--- config.mk ---
export PLATFORM = sky130hd
export DESIGN_NAME = overcurrent_guard_flat
export DESIGN_NICKNAME = d
export VERILOG_FILES = /design/src/rtl/servo_pkg.sv /design/src/rtl/overcurrent_guard_if.sv /design/src/rtl/cooldown_timer.sv /design/src/rtl/overcurrent_guard.sv /design/src/flat_wrapper.sv
export SDC_FILE = /design/constraint.sdc
export NUM_CORES = 1
export LEC_CHECK = 0
export ABC_AREA = 0
export CAP_MARGIN = 15
export CORE_MARGIN = 5
export CORE_UTILIZATION = 40
export CTS_CLUSTER_SIZE = 40
export DETAILED_ROUTE_END_ITERATION = 6
export SYNTH_ARGS = -nofsm -noshare
export SYNTH_HDL_FRONTEND = slang
export SYNTH_SLANG_ARGS = --single-unit
export TNS_END_PERCENT = 5
--- constraint.sdc ---
create_clock -name clk -period 2.4 [get_ports clk]
set_input_delay 0.48 -clock clk [delete_from_list [all_inputs] [get_ports clk]]
set_output_delay 0.48 -clock clk [all_outputs]
set_load 0.05 [all_outputs]
--- src/rtl/servo_pkg.sv ---
// Shared servo-loop definitions: the current-code width used by the ADC,
// the current monitor and the overcurrent guard, plus the guard FSM states.
package servo_pkg;

  localparam int CUR_W_DEF = 12;

  typedef enum logic [1:0] {
    ST_NORMAL   = 2'd0,
    ST_TRIPPED  = 2'd1,
    ST_COOLDOWN = 2'd2,
    ST_LOCKOUT  = 2'd3
  } ocg_state_t;

endpackage

--- src/rtl/overcurrent_guard_if.sv ---
// Sample/protection bundle between the current ADC side (master) and the
// overcurrent guard (slave).
interface overcurrent_guard_if #(
  parameter int CUR_W = servo_pkg::CUR_W_DEF,
  parameter int RC_W  = 2
) ();

  logic [CUR_W-1:0] current_code;
  logic             current_valid;
  logic             fault_clear;
  logic             current_high;
  logic             fault_latched;
  logic [RC_W-1:0]  retry_cnt;
  logic [CUR_W-1:0] peak_code;

  modport master (
    output current_code, current_valid, fault_clear,
    input  current_high, fault_latched, retry_cnt, peak_code
  );

  modport slave (
    input  current_code, current_valid, fault_clear,
    output current_high, fault_latched, retry_cnt, peak_code
  );

endinterface

--- src/rtl/cooldown_timer.sv ---
// Loadable down-counter for the overcurrent cooldown window.
// After load, busy stays high for COOLDOWN_CYCLES clocks; done pulses for one
// cycle in the last of them so the consumer can leave on the following edge.
module cooldown_timer #(
  parameter int COOLDOWN_CYCLES = 50000
) (
  input  logic clk,
  input  logic rst,
  input  logic load,
  output logic busy,
  output logic done
);

  localparam int CNT_W = $clog2(COOLDOWN_CYCLES + 1);
  localparam logic [CNT_W-1:0] LOAD_V = CNT_W'(COOLDOWN_CYCLES);
  localparam logic [CNT_W-1:0] LAST_V = CNT_W'(1);

  logic [CNT_W-1:0] cnt_q, cnt_d;

  // Next count: reload wins, otherwise count down to zero and stop.
  always_comb begin
    cnt_d = cnt_q;
    if (load) begin
      cnt_d = LOAD_V;
    end else if (cnt_q != '0) begin
      cnt_d = cnt_q - 1'b1;
    end
  end

  // Counter register.
  always_ff @(posedge clk or posedge rst) begin
    if (rst) cnt_q <= '0;
    else     cnt_q <= cnt_d;
  end

  assign busy = (cnt_q != '0);
  assign done = (cnt_q == LAST_V);

endmodule

--- src/rtl/overcurrent_guard.sv ---
// Overcurrent guard between the current ADC and the duty mux.
// Filters over-threshold samples, trips current_high, waits for release with
// hysteresis, holds a timed cooldown, retries a bounded number of times and
// then latches a lockout that only fault_clear releases.
// Optional build macro OCG_PEAK_CAPTURE_EN: when defined, peak_code tracks the
// largest valid sample since reset or the last lockout clear; otherwise
// peak_code is tied to 0.
//
// state       | meaning
// ST_NORMAL   | counting consecutive over samples, current_high = 0
// ST_TRIPPED  | safe duty forced, waiting for a sample below CLEAR_TH
// ST_COOLDOWN | safe duty forced, samples ignored until the timer expires
// ST_LOCKOUT  | retries exhausted, safe duty forced until fault_clear
module overcurrent_guard
  import servo_pkg::*;
#(
  parameter int CUR_W           = CUR_W_DEF,
  parameter int TRIP_TH         = 3000,
  parameter int CLEAR_TH        = 2800,
  parameter int TRIP_CYCLES     = 16,
  parameter int COOLDOWN_CYCLES = 50000,
  parameter int MAX_RETRIES     = 3,
  localparam int RC_W           = $clog2(MAX_RETRIES + 1)
) (
  input logic clk,
  input logic rst,
  overcurrent_guard_if.slave bus
);

  if (CLEAR_TH >= TRIP_TH) begin : g_bad_thresholds
    $error("overcurrent_guard: CLEAR_TH must be below TRIP_TH");
  end
  if (TRIP_CYCLES < 1 || COOLDOWN_CYCLES < 1 || MAX_RETRIES < 1) begin : g_bad_counts
    $error("overcurrent_guard: TRIP_CYCLES, COOLDOWN_CYCLES and MAX_RETRIES must be >= 1");
  end

  localparam int OC_W = $clog2(TRIP_CYCLES + 1);
  localparam logic [CUR_W-1:0] TRIP_V  = CUR_W'(TRIP_TH);
  localparam logic [CUR_W-1:0] CLEAR_V = CUR_W'(CLEAR_TH);
  localparam logic [OC_W-1:0]  OC_LAST = OC_W'(TRIP_CYCLES - 1);
  localparam logic [RC_W-1:0]  RC_MAX  = RC_W'(MAX_RETRIES);

  // Inputs are registered once so that no output depends combinationally on
  // the ADC bus; every decision below acts on the registered sample.
  logic [CUR_W-1:0] code_q, code_d;
  logic             valid_q, valid_d;
  logic             clear_q, clear_d;

  ocg_state_t       state_q, state_d;
  logic [OC_W-1:0]  over_q, over_d;
  logic [RC_W-1:0]  retry_q, retry_d;
  logic             current_high_q, current_high_d;
  logic             fault_latched_q, fault_latched_d;

  logic             tmr_load;
  logic             tmr_busy;
  logic             tmr_done;

  // Input capture stage.
  always_comb begin
    code_d  = bus.current_code;
    valid_d = bus.current_valid;
    clear_d = bus.fault_clear;
  end

  // Input capture registers.
  always_ff @(posedge clk or posedge rst) begin
    if (rst) begin
      code_q  <= '0;
      valid_q <= 1'b0;
      clear_q <= 1'b0;
    end else begin
      code_q  <= code_d;
      valid_q <= valid_d;
      clear_q <= clear_d;
    end
  end

  cooldown_timer #(
    .COOLDOWN_CYCLES (COOLDOWN_CYCLES)
  ) u_cooldown_timer (
    .clk  (clk),
    .rst  (rst),
    .load (tmr_load),
    .busy (tmr_busy),
    .done (tmr_done)
  );

  // Next-state, counters and registered-output decode.
  always_comb begin
    state_d  = state_q;
    over_d   = over_q;
    retry_d  = retry_q;
    tmr_load = 1'b0;

    case (state_q)
      ST_NORMAL: begin
        if (valid_q) begin
          if (code_q >= TRIP_V) begin
            if (over_q == OC_LAST) begin
              state_d = ST_TRIPPED;
              over_d  = '0;
              retry_d = (retry_q == RC_MAX) ? retry_q : retry_q + 1'b1;
            end else begin
              over_d = over_q + 1'b1;
            end
          end else begin
            over_d = '0;
          end
        end
      end
      ST_TRIPPED: begin
        if (valid_q && (code_q < CLEAR_V)) begin
          state_d  = ST_COOLDOWN;
          tmr_load = 1'b1;
        end
      end
      ST_COOLDOWN: begin
        // !tmr_busy only matters if the timer were ever idle here; it keeps
        // the FSM from sticking in cooldown.
        if (tmr_done || !tmr_busy) begin
          over_d = '0;
          if (retry_q == RC_MAX) state_d = ST_LOCKOUT;
          else                   state_d = ST_NORMAL;
        end
      end
      ST_LOCKOUT: begin
        if (clear_q) begin
          state_d = ST_NORMAL;
          retry_d = '0;
          over_d  = '0;
        end
      end
      default: begin
        state_d = ST_NORMAL;
        over_d  = '0;
      end
    endcase

    current_high_d  = (state_d != ST_NORMAL);
    fault_latched_d = (state_d == ST_LOCKOUT);
  end

  // FSM state, counters and output registers.
  always_ff @(posedge clk or posedge rst) begin
    if (rst) begin
      state_q         <= ST_NORMAL;
      over_q          <= '0;
      retry_q         <= '0;
      current_high_q  <= 1'b0;
      fault_latched_q <= 1'b0;
    end else begin
      state_q         <= state_d;
      over_q          <= over_d;
      retry_q         <= retry_d;
      current_high_q  <= current_high_d;
      fault_latched_q <= fault_latched_d;
    end
  end

  assign bus.current_high  = current_high_q;
  assign bus.fault_latched = fault_latched_q;
  assign bus.retry_cnt     = retry_q;

`ifdef OCG_PEAK_CAPTURE_EN
  logic [CUR_W-1:0] peak_q, peak_d;
  logic             lockout_clear;

  assign lockout_clear = (state_q == ST_LOCKOUT) && clear_q;

  // Running maximum of valid samples, wiped by a lockout clear.
  always_comb begin
    peak_d = peak_q;
    if (lockout_clear) begin
      peak_d = '0;
    end else if (valid_q && (code_q > peak_q)) begin
      peak_d = code_q;
    end
  end

  // Peak capture register.
  always_ff @(posedge clk or posedge rst) begin
    if (rst) peak_q <= '0;
    else     peak_q <= peak_d;
  end

  assign bus.peak_code = peak_q;
`else
  assign bus.peak_code = '0;
`endif

endmodule
--- src/flat_wrapper.sv ---
// flat-port wrapper written by rule: the top's interface ports become plain ports
module overcurrent_guard_flat import servo_pkg::*;
#(
  parameter int CUR_W           = CUR_W_DEF,
  parameter int TRIP_TH         = 3000,
  parameter int CLEAR_TH        = 2800,
  parameter int TRIP_CYCLES     = 16,
  parameter int COOLDOWN_CYCLES = 50000,
  parameter int MAX_RETRIES     = 3,
  localparam int RC_W           = $clog2(MAX_RETRIES + 1)
)
  (clk, rst, bus_current_code, bus_current_valid, bus_fault_clear, bus_current_high, bus_fault_latched, bus_retry_cnt, bus_peak_code);
  overcurrent_guard_if #(.CUR_W(CUR_W)) bus_i ();
  input logic clk;
  input logic rst;
  input wire logic [$bits(bus_i.current_code)-1:0] bus_current_code;
  input wire logic [$bits(bus_i.current_valid)-1:0] bus_current_valid;
  input wire logic [$bits(bus_i.fault_clear)-1:0] bus_fault_clear;
  output wire logic [$bits(bus_i.current_high)-1:0] bus_current_high;
  output wire logic [$bits(bus_i.fault_latched)-1:0] bus_fault_latched;
  output wire logic [$bits(bus_i.retry_cnt)-1:0] bus_retry_cnt;
  output wire logic [$bits(bus_i.peak_code)-1:0] bus_peak_code;
  assign bus_i.current_code = bus_current_code;
  assign bus_i.current_valid = bus_current_valid;
  assign bus_i.fault_clear = bus_fault_clear;
  assign bus_current_high = bus_i.current_high;
  assign bus_fault_latched = bus_i.fault_latched;
  assign bus_retry_cnt = bus_i.retry_cnt;
  assign bus_peak_code = bus_i.peak_code;
  overcurrent_guard #(.CUR_W(CUR_W), .TRIP_TH(TRIP_TH), .CLEAR_TH(CLEAR_TH), .TRIP_CYCLES(TRIP_CYCLES), .COOLDOWN_CYCLES(COOLDOWN_CYCLES), .MAX_RETRIES(MAX_RETRIES)) u_core (.clk(clk), .rst(rst), .bus(bus_i));
endmodule
==> run_results.csv <==
group,metric,value,unit
yosys,syn_area_per_cell,10.33,µm²
final_layout,multi_input_area,912.1,µm²
sta,rsz0062_at_grt,"false",
yosys,yosysTopAreaCellShare,48.19,%
global_routing,antenna_found_initial,0,
yosys,synth.area.top_cells,"dfrtp_1 (48%), buf_4 (4.6%), xnor2_1 (4.4%)",
sta,fin_tns_setup,0,ns
global_routing,grt_max_degree,39,
worst_setup_path,cp_slowest_stage_delay,0.60,ns
final_layout,final_common_cell,"dfrtp_1",
worst_setup_path,crit_slowest_cell,"or4_4",
sta,relSlewSlack,65.01,%
yosys,yosysWarningCount,0,
final_layout,instances_no_fill,280,
final_layout,regArea,950.9,µm²
die,coreArea,4755,µm²
clocking,path_clk_slew,0.08,ns
final_layout,fill_cells,465,
sta,worstMarginPinSlew,0.5116,ns
worst_setup_path,crit_type,"register to register",
clocking,cts.path.max_buffers,2,
final_layout,final_nets,234,
place,placed_area,2178,µm²
worst_setup_path,cp-start-kind,"register",
sta,drv_slew,0,
final_layout,drive_gt1_share,10.33,%
routing,drt-met1-wl,1.708,mm
run_status,status,"completed",
yosys,synthArstFlopShare,100.0,%
yosys,synth_area,1973,µm²
worst_setup_path,reg2reg_from,"u_core.u_cooldown_timer.cnt_q[11]",
yosys,synth_enable_flop_cells,0,
sta,fmax,490.8,MHz
sta,finalSetupViolCount,0,
place,gp_congestion,0.7611,
worst_setup_path,cp_cell_sequence,"or4_4, o21a_1, nor3_4, o21ai_1, a32o_1",
routing,vias_per_cell,4.989,
routing,wl_met2,1.622,mm
routing,drt_wl_total,3.488,mm
final_layout,syn_to_final_growth,16.11,%
die,ios,32,
pwr,power.density,571.7,nW/µm²
yosys,seq_area_frac_synth,48.19,%
min_path,hold_path.startpoint,"u_core.bus.retry_cnt[0]",
sta,clock_skew,0.007767,ns
routing,ant_nets,0,
final_layout,most-common-layout-cells,"dfrtp_1 (38), nand2_1 (17), clkdlybuf4s50_1 (16)",
yosys,synth_top_area_cell,"dfrtp_1",
yosys,yosys_register_bits,38,
sta,fin_crit_sh,84.90,%
worst_setup_path,r2r_slack,0.36,ns
final_layout,finalInstanceArea,2291,µm²
clocking,root_buffer,"clkbuf_8",
die,rows,25,
min_path,min_path_type,"register to register",
pwr,peakVddDrop,0.2675,mV
routing,wl_met3,121,µm
worst_setup_path,end_kind,"register",
pwr,power.leakage,1.077,nW
clocking,numCtsBuffers,5,
place,hpwlAfterDp,2.552,mm
global_routing,grt_usage,12.20,%
sta,timing_hold_violations_final,0,
clocking,cts_tree,"built",
clocking,post_cts.repair.setup_buffers,0,
die,dieArea,6438,µm²
routing,wl_per_cell,12.46,µm
global_routing,grt_pass1_wl,6.072,mm
die,die_h,80.24,µm
global_routing,gr-total-overflow,0,
yosys,yosys_most_used_dff,"dfrtp_1",
global_routing,grt_pass1_vias,1340,
routing,highest_layer,"met4",
worst_setup_path,r2r_cells,5,
die,initial_utilization,41.50,%
sta,period_needed,2.038,ns
clocking,ctsHoldBuffers,0,
worst_setup_path,required,2.58,ns
min_path,hold_depth,1,
yosys,syn-instance-count,191,
worst_setup_path,critical_path_arrival,2.22,ns
clocking,clock-sinks,38,
job,drv_cap,0,
place,portBuffers,16,
routing,drt_pass1_iterations,4,
clocking,post_cts_resize_count,0,
place,dp.cells,273,
clocking,worst_skew_pair.late_latency,0.28,ns
clocking,htreeDepth,2,
final_layout,diodes,0,
routing,drc,0,
worst_setup_path,critical_path.max_fanout,9,
min_path,min_to,"u_core.bus.retry_cnt[0]",
die,die_w,80.24,µm
worst_setup_path,r2r_end,"u_core.over_q[2]",
routing,via_count,1397,
routing,drt_iter0_markers,97,
yosys,ys_types,53,
[metal layers]
layer  GRT usage, %  up-vias
li1               -      704
met1          15.36      672
met2          19.45       19
met3          3.587        2
met4          5.068        0
met5              0        -
[critical path: cells and delay by family (launching register included)]
| kind | cells | cell delay [ns] |
|---|---|---|
| AO/OA/AOI/OAI | 3 | 0.57 |
| flip-flops | 1 | 0.42 |
| AND/OR/NAND/NOR | 2 | 0.94 |
[cells in the mapped netlist (all sizes together), types with 2 or more instances]
library cell and count:
buf 14, ha 5, nand3b 3, nand2 17, o31ai 3, a21boi 2, or3 2, nor3b 2
a21oi 6, clkbuf 3, nor2 14, inv 9, or2 2, nand4b 2, nor3 6, a2111oi 4
xnor2 10, nand3 5, and3 3, o21ai 9, nor4 3, nor2b 4, a32o 2, or4 3
a211oi 3, dfrtp 38, a311oi 2
[report_power, final]
| group | internal [W] | total [W] | switching (W) | leakage (nW) |
|---|---|---|---|---|
| logic | 0.0000321 | 0.000104 | 0.0000722 | 0.516 |
| clock network | 0.000333 | 0.000545 | 0.000213 | 0.0573 |
| registers | 0.000653 | 0.000660 | 0.00000737 | 0.505 |
[kinds of logic after synthesis]
family	share of synthesized area (%)
mux	0.5073
simple gates	20.86
compound gates	14.97
xor+xnor	4.439
flops	48.19
buf+inv	7.673
fa+ha+maj	3.171
other cells	0.1901
[how the worst max path moves through the flow]
| stage | from | to | slack [ns] |
|---|---|---|---|
| 2_1_floorplan | u_core.u_cooldown_timer.cnt_q[11] | u_core.bus.current_high | 0.51 |
| 3_3_place_gp | u_core.u_cooldown_timer.cnt_q[0] | u_core.u_cooldown_timer.cnt_q[3] | 0.37 |
| 3_5_place_dp | u_core.u_cooldown_timer.cnt_q[11] | u_core.over_q[2] | 0.36 |
| 4_1_cts | u_core.u_cooldown_timer.cnt_q[11] | u_core.over_q[2] | 0.35 |
| 5_1_grt | u_core.u_cooldown_timer.cnt_q[0] | u_core.u_cooldown_timer.cnt_q[3] | 0.24 |
| 6_report | u_core.u_cooldown_timer.cnt_q[11] | u_core.over_q[2] | 0.36 |
[final cells by class]
type                            instances  share of cell area [%]
Multi-Input combinational cell        138                   39.81
Clock buffer                            6                   3.605
Sequential cell                        38                   41.51
Inverter                                9                   1.475
Clock inverter                          1                   1.311
Timing Repair Buffer                   21                   8.629
Tap cell                               67                   3.659
[flip-flops by register name, indices dropped and copies added, names as in the netlist]
register / cells
u_core.bus.fault_latched: 1
u_core.over_q: 5
u_core.clear_q: 1
u_core.bus.current_high: 1
u_core.valid_q: 1
u_core.u_cooldown_timer.cnt_q: 16
u_core.state_q: 2
u_core.code_q: 9
u_core.bus.retry_cnt: 2
[stage by stage]
stage          worst slack, ns  total power [W]  hold WS (ns)  utilization (%)
5_1_grt                 0.2389         0.001371        0.5336            48.18
2_1_floorplan           0.5114        0.0007608        0.4755                -
3_5_place_dp            0.3626        0.0007782        0.4992            45.82
4_1_cts                 0.3544         0.001331        0.5098            48.18
3_3_place_gp            0.3662        0.0007780        0.4989            45.82
6_report                0.3624         0.001310        0.5062            48.18
No activity file was read; power rests on OpenSTA's default activity.
